[config.mk]
export PLATFORM = sky130hd
export DESIGN_NAME = high_speed_diff_32bit_flat
export DESIGN_NICKNAME = d
export VERILOG_FILES = /design/src/rtl/high_speed_diff_32bit_if.sv /design/src/rtl/high_speed_diff_32bit.sv /design/src/flat_wrapper.sv
export SDC_FILE = /design/constraint.sdc
export NUM_CORES = 1
export LEC_CHECK = 0
export BUFFER_PORTS_ARGS = -buffer_cell sky130_fd_sc_hd__buf_2
export CAP_MARGIN = 20
export CORE_UTILIZATION = 59
export CTS_CLUSTER_DIAMETER = 150
export DETAILED_ROUTE_END_ITERATION = 8
export HOLD_SLACK_MARGIN = 0.03
export MAX_ROUTING_LAYER = met4
export PLACE_DENSITY = 0.78
export SLEW_MARGIN = 0
export SYNTH_ARGS = -nofsm -noshare
export SYNTH_HDL_FRONTEND = slang
export SYNTH_SLANG_ARGS = --single-unit
export TNS_END_PERCENT = 5
[constraint.sdc]
create_clock -name clk -period 16.96 [get_ports clk]
set_clock_uncertainty 0.1 [all_clocks]
set_input_delay 0.848 -clock clk [delete_from_list [all_inputs] [get_ports clk]]
set_output_delay 0.848 -clock clk [all_outputs]
set_load 0.005 [all_outputs]
[src/rtl/high_speed_diff_32bit_if.sv]
// Stream bus for the first-difference engine. It carries the sample stream
// into the engine and the difference stream back out of it.
// The master side is the sample producer and the result consumer.
// The slave side is the difference engine itself.
interface high_speed_diff_32bit_if #(
  parameter int WIDTH = 32
);

  logic             in_valid;
  logic [WIDTH-1:0] in_data;
  logic             sync_clr;
  logic             out_valid;
  logic [WIDTH-1:0] out_diff;
  logic             out_borrow;

  modport master (
    output in_valid,
    output in_data,
    output sync_clr,
    input  out_valid,
    input  out_diff,
    input  out_borrow
  );

  modport slave (
    input  in_valid,
    input  in_data,
    input  sync_clr,
    output out_valid,
    output out_diff,
    output out_borrow
  );

endinterface

[src/rtl/high_speed_diff_32bit.sv]
// Pipelined first-difference engine: out_diff = X[n] - X[n-1] mod 2^WIDTH.
// It recovers the per-cycle increments from an accumulator output stream.
//
// The subtraction is split into CHUNK-bit carry slices, with one slice
// resolved per pipeline stage. This keeps every stage down to one short carry
// chain. After each stage, the finished low result bits move forward and grow
// by one slice. The unconsumed upper operand bits also move forward and shrink
// by one slice.
//
// The pipeline has a fixed latency of 2 + WIDTH/CHUNK registers. There is no
// backpressure, and bubbles pass through unchanged.
//
// WIDTH must be a multiple of CHUNK. WIDTH/CHUNK must be at least 2.
// Reset asserts asynchronously. The system must release it synchronously to clk.
module high_speed_diff_32bit #(
  parameter int WIDTH = 32,
  parameter int CHUNK = 4
) (
  input logic                    clk,
  input logic                    rst,
  high_speed_diff_32bit_if.slave bus
);

  localparam int NSTAGES = WIDTH / CHUNK;

  // Input stage registers.
  logic [WIDTH-1:0] xI_q;
  logic             vI_q;
  logic             cI_q;

  // Setup stage: minuend, inverted subtrahend, and the previous-sample register.
  logic [WIDTH-1:0] prev_q;
  logic [WIDTH-1:0] prev_d;
  logic [WIDTH-1:0] sub_d;
  logic [WIDTH-1:0] xP_q;
  logic [WIDTH-1:0] nsP_q;
  logic             vP_q;

  // Output registers. These are also the register stage for the top slice.
  logic [CHUNK:0]   sumLast_d;
  logic [WIDTH-1:0] outDiff_q;
  logic             outBorrow_q;
  logic             outValid_q;

  // Capture the raw bus every cycle, so the setup logic sees a registered input.
  always_ff @(posedge clk or posedge rst) begin
    if (rst) begin
      xI_q <= '0;
      vI_q <= 1'b0;
      cI_q <= 1'b0;
    end else begin
      xI_q <= bus.in_data;
      vI_q <= bus.in_valid;
      cI_q <= bus.sync_clr;
    end
  end

  // A clear forces the subtrahend to zero for this cycle. Only a valid sample
  // or a clear can change the stored previous sample.
  always_comb begin
    sub_d  = cI_q ? '0 : prev_q;
    prev_d = vI_q ? xI_q : sub_d;
  end

  // Register the operands for the carry pipeline, and update the previous sample.
  always_ff @(posedge clk or posedge rst) begin
    if (rst) begin
      prev_q <= '0;
      xP_q   <= '0;
      nsP_q  <= '0;
      vP_q   <= 1'b0;
    end else begin
      prev_q <= prev_d;
      xP_q   <= xI_q;
      nsP_q  <= ~sub_d;
      vP_q   <= vI_q;
    end
  end

  genvar k;
  for (k = 1; k < NSTAGES; k++) begin : g_stage
    localparam int DONE = CHUNK * k;
    localparam int REM  = WIDTH - DONE;

    logic [DONE-1:0] res_q;
    logic [REM-1:0]  m_q;
    logic [REM-1:0]  s_q;
    logic            cy_q;
    logic            v_q;
    logic [CHUNK:0]  sum_d;

    if (k == 1) begin : g_head
      // The lowest slice starts the two's-complement subtract with a carry-in of 1.
      assign sum_d = {1'b0, xP_q[CHUNK-1:0]} + {1'b0, nsP_q[CHUNK-1:0]}
                   + {{CHUNK{1'b0}}, 1'b1};

      // Keep the finished lowest slice. Pass the remaining upper operand bits forward.
      always_ff @(posedge clk or posedge rst) begin
        if (rst) begin
          res_q <= '0;
          m_q   <= '0;
          s_q   <= '0;
          cy_q  <= 1'b0;
          v_q   <= 1'b0;
        end else begin
          res_q <= sum_d[CHUNK-1:0];
          m_q   <= xP_q[WIDTH-1:CHUNK];
          s_q   <= nsP_q[WIDTH-1:CHUNK];
          cy_q  <= sum_d[CHUNK];
          v_q   <= vP_q;
        end
      end
    end else begin : g_body
      // Resolve the next slice, using the carry registered by the stage before it.
      assign sum_d = {1'b0, g_stage[k-1].m_q[CHUNK-1:0]}
                   + {1'b0, g_stage[k-1].s_q[CHUNK-1:0]}
                   + {{CHUNK{1'b0}}, g_stage[k-1].cy_q};

      // Add this slice above the finished bits. Drop it from the remaining operands.
      always_ff @(posedge clk or posedge rst) begin
        if (rst) begin
          res_q <= '0;
          m_q   <= '0;
          s_q   <= '0;
          cy_q  <= 1'b0;
          v_q   <= 1'b0;
        end else begin
          res_q <= {sum_d[CHUNK-1:0], g_stage[k-1].res_q};
          m_q   <= g_stage[k-1].m_q[REM+CHUNK-1:CHUNK];
          s_q   <= g_stage[k-1].s_q[REM+CHUNK-1:CHUNK];
          cy_q  <= sum_d[CHUNK];
          v_q   <= g_stage[k-1].v_q;
        end
      end
    end
  end

  // The top slice is resolved straight into the output registers.
  assign sumLast_d = {1'b0, g_stage[NSTAGES-1].m_q}
                   + {1'b0, g_stage[NSTAGES-1].s_q}
                   + {{CHUNK{1'b0}}, g_stage[NSTAGES-1].cy_q};

  // Outputs change only for a valid sample and hold through bubbles.
  // A missing final carry means the subtract wrapped around.
  always_ff @(posedge clk or posedge rst) begin
    if (rst) begin
      outValid_q  <= 1'b0;
      outDiff_q   <= '0;
      outBorrow_q <= 1'b0;
    end else begin
      outValid_q <= g_stage[NSTAGES-1].v_q;
      if (g_stage[NSTAGES-1].v_q) begin
        outDiff_q   <= {sumLast_d[CHUNK-1:0], g_stage[NSTAGES-1].res_q};
        outBorrow_q <= ~sumLast_d[CHUNK];
      end
    end
  end

  assign bus.out_valid  = outValid_q;
  assign bus.out_diff   = outDiff_q;
  assign bus.out_borrow = outBorrow_q;

endmodule
[src/flat_wrapper.sv]
// flat-port wrapper written by rule: the top's interface ports become plain ports
module high_speed_diff_32bit_flat 
#(
  parameter int WIDTH = 32,
  parameter int CHUNK = 4
)
  (clk, rst, bus_in_valid, bus_in_data, bus_sync_clr, bus_out_valid, bus_out_diff, bus_out_borrow);
  high_speed_diff_32bit_if #(.WIDTH(WIDTH)) bus_i ();
  input logic clk;
  input logic rst;
  input wire logic [$bits(bus_i.in_valid)-1:0] bus_in_valid;
  input wire logic [$bits(bus_i.in_data)-1:0] bus_in_data;
  input wire logic [$bits(bus_i.sync_clr)-1:0] bus_sync_clr;
  output wire logic [$bits(bus_i.out_valid)-1:0] bus_out_valid;
  output wire logic [$bits(bus_i.out_diff)-1:0] bus_out_diff;
  output wire logic [$bits(bus_i.out_borrow)-1:0] bus_out_borrow;
  assign bus_i.in_valid = bus_in_valid;
  assign bus_i.in_data = bus_in_data;
  assign bus_i.sync_clr = bus_sync_clr;
  assign bus_out_valid = bus_i.out_valid;
  assign bus_out_diff = bus_i.out_diff;
  assign bus_out_borrow = bus_i.out_borrow;
  high_speed_diff_32bit #(.WIDTH(WIDTH), .CHUNK(CHUNK)) u_core (.clk(clk), .rst(rst), .bus(bus_i));
endmodule
==> flow_metrics.env <==
export IMPL_async_flop_share_pct=100
export IMPL_cts_tree="yes"
export IMPL_dp_hpwl_um=10800
export IMPL_synthDistinctLibCells=27
export IMPL_ant_nets=0
export IMPL_synth_edff_count=0
export IMPL_grt_ovfl_total=0
export IMPL_seq_area_frac_synth_pct=85.9
export IMPL_p_int_mw=2.03
export IMPL_dr_pass1_iters=4
export IMPL_ir_drop_mv=0.115
export IMPL_clock_power_share_pct=40.8
export IMPL_drtIter0Drc=304
export IMPL_portBuffers=69
export IMPL_worstMarginPinSlew_ps=980
export IMPL_fin_crit_ps=2800
export IMPL_top_layer="met4"
export IMPL_wl_um=23600
export IMPL_numCtsBuffers=46
export IMPL_die_area_mm2=0.0261
export IMPL_p_total_mw=2.57
export IMPL_clock_path_buffers=3
export IMPL_dr_wl_met2_um=11900
export IMPL_crit_top_cell="buf_4"
export IMPL_grt_max_degree=146
export IMPL_critPathCaptureType="async pin"
export IMPL_wire_per_inst_um=18.5
export IMPL_hold_viol_final=0
export IMPL_vias=6260
export IMPL_maxCapViolations=0
export IMPL_dpl_cell_area_mm2=0.0157
export IMPL_cp_num_buf_inv=4
export IMPL_max_freq_ghz=0.357
export IMPL_synthSimpleGateAreaFrac_pct=3.14
export IMPL_drv_slew=0
export IMPL_synth_top_area_share_pct=85.9
export IMPL_comb_power_share_pct=4.9
export IMPL_p_seq_share_pct=54.3
export IMPL_cts_root_buffer="clkbuf_16"
export IMPL_setup_viol=0
export IMPL_syn_nets=880
export IMPL_synth_top_family_by_area="adder cells"
export IMPL_reg2reg_slack_ps=15020
export IMPL_worst_ep_required_time_ps=17460
export IMPL_worst_path_max_fanout=145
export IMPL_synth_most_common_cell="dfrtp_1"
export IMPL_cts_reportedPaths_clkPinSlew_ps=60
export IMPL_ys_warn_count=0
export IMPL_synth_ff_type="dfrtp_1"
export IMPL_synth_seq_cells=515
export IMPL_htreeDepth=2
export IMPL_cts_setup_buffers=0
export IMPL_cp_start_kind="input port"
export IMPL_worstPathCellList="buf_2, inv_8, buf_4, buf_4"
export IMPL_holdCritPathClass="reg -> reg"
export IMPL_yosys_mux_area_fraction_pct=2.31
export IMPL_synth_common_cells="dfrtp_1, inv_1, nand2b_1"
export IMPL_nFillCells=1441
export IMPL_rsz0062_at_grt="no"
export IMPL_initial_core_util_pct=61.0
export IMPL_grt_pass1_vias=7060
export IMPL_grt_first_pass_wirelength_um=37500
export IMPL_cts_sink_count=515
export IMPL_criticalPathCategory="in -> async"
export IMPL_die_h_um=161
export IMPL_power_density_mw_per_mm2=148
export IMPL_synth_area_per_cell_um2=18.7
export IMPL_final_layout_size_suffix_gt1_share_pct=19.3
export IMPL_cpPeakStageDelay_ps=900
export IMPL_yosys_top_cells_area="dfrtp_1, mux2_2, ha_1, fa_1, nand2b_1"
export IMPL_fin_area_mm2=0.0174
export IMPL_gr_usage_all_layers_pct=19.6
export IMPL_layout_nets=992
export IMPL_swShare_pct=21.3
export IMPL_rows=57
export IMPL_p_leak_nw=7.89
export IMPL_setup_tns_ps=0
export IMPL_cpMaxStageDelayCell="buf_4"
export IMPL_net_switching_power_mw=0.549
export IMPL_core_area_mm2=0.0246
export IMPL_synth_fa_ha_area_share_pct=4.09
export IMPL_diodes=0
export IMPL_drcViolationCount=0
export IMPL_synthCells=804
export IMPL_synthXorXnorAreaFrac_pct=0.876
export IMPL_antenna_found_initial=0
export IMPL_fin_hold_ws_ps=241
export IMPL_ctsHoldBuffers=0
export IMPL_arrival_ps=3300
export IMPL_synth_compound_area_share_pct=2.10
export IMPL_io_pins=70
export IMPL_die_w_um=161
export IMPL_drt_vias_per_instance=4.91
export IMPL_yosysTopAreaCell="dfrtp_1"
export IMPL_cts_resized=0
export IMPL_drt_met1_wl_um=10200
export IMPL_timing_final_crit_share_pct=16.5
export IMPL_relSlewSlack_pct=34.7
export IMPL_synth_area_mm2=0.0150
export IMPL_wl_met3_um=865
export IMPL_gp_congestion=0.706
export IMPL_clock_latency_ps=540
export IMPL_status="finished clean"
export IMPL_area_delta_synth_final_pct=15.8
export IMPL_crit_family="buffers and inverters"
==> cell families (layout without fill, tap and decap cells) <==
group | count (synthesis) | in the layout
multiplexers | 31 | 31
XOR/XNOR | 15 | 15
AND/OR/NAND/NOR | 88 | 88
adder cells (fa/ha/maj) | 40 | 40
AO/OA/AOI/OAI | 57 | 57
buffers and inverters | 58 | 204
flip-flops | 515 | 515
==> worst paths after layout <==
kind / start / endpoint / cells past startpoint
max in group clk: u_core.bus.out_diff[7] / bus_out_diff[7] / 1
max: rst / u_core.xI_q[3] / 4
min in group asynchronous: rst / u_core.g_stage[7].res_q[9] / 2
min reg2reg: u_core.xP_q[12] / u_core.g_stage[1].m_q[8] / 0
max reg2reg: u_core.g_stage[7].cy_q / u_core.bus.out_borrow / 6
min: u_core.xP_q[12] / u_core.g_stage[1].m_q[8] / 0
==> area by class of cell <==
| type | instances | area, um^2 | area share, % |
|---|---|---|---|
| inverter | 44 | 173 | 0.994 |
| tap | 324 | 405 | 2.33 |
| clock buffer | 71 | 1420 | 8.17 |
| multi-input combinational | 231 | 1880 | 10.8 |
| clock inverter | 11 | 130 | 0.749 |
| timing repair buffer | 78 | 480 | 2.77 |
| sequential | 515 | 12900 | 74.2 |
==> through the flow <==
stage,std cells,setup slack [ps],utilization (%)
after global placement,1188,13380,63.9
after global routing,1274,13680,70.6
after CTS,1270,13850,70.2
after detailed placement,1188,13320,63.9
after floorplan,804,1630,-
final,1274,14160,70.6
==> placed cells by master (no fill, tap or decap), drive strengths merged, types with 2 or more instances in the layout <==
cell type	netlist	routed
nor2b	10	10
xor2	3	3
nand2b	39	39
fa	15	15
clkinv	0	8
nand3b	2	2
o21ai	41	41
clkbuf	8	71
xnor2	12	12
a21o	6	6
dfrtp	515	515
inv	44	44
buf	6	78
ha	25	25
nand2	35	35
mux2	29	29
mux2i	2	2
a21oi	6	6
bufinv	0	3
==> layer usage <==
metal / vias to the layer above / track usage, %
li1: 2764 / -
met1: 3314 / 26.4
met2: 128 / 30.7
met3: 54 / 3.80
met4: 0 / 6.65
met5: - / -
==> registers in the layout, indices dropped and copies added (netlist names), 7 cells and up <==
signal / count
u_core.g_stage.cy_q: 7
u_core.g_stage.v_q: 7
u_core.xI_q: 32
u_core.g_stage.m_q: 112
u_core.prev_q: 32
u_core.g_stage.res_q: 112
u_core.xP_q: 32
u_core.g_stage.s_q: 112
u_core.bus.out_diff: 32
u_core.nsP_q: 32
==> power by group through the flow <==
stage / logic [mW] / registers, mW / clock network (mW)
after floorplan: 0.0770 / 1.40 / 0
after global placement: 0.112 / 1.41 / 0
after detailed placement: 0.119 / 1.42 / 0
final: 0.125 / 1.40 / 1.05
after CTS: 0.124 / 1.40 / 1.07
after global routing: 0.143 / 1.41 / 1.12
Note: power is estimated with default switching activity, not from simulation.
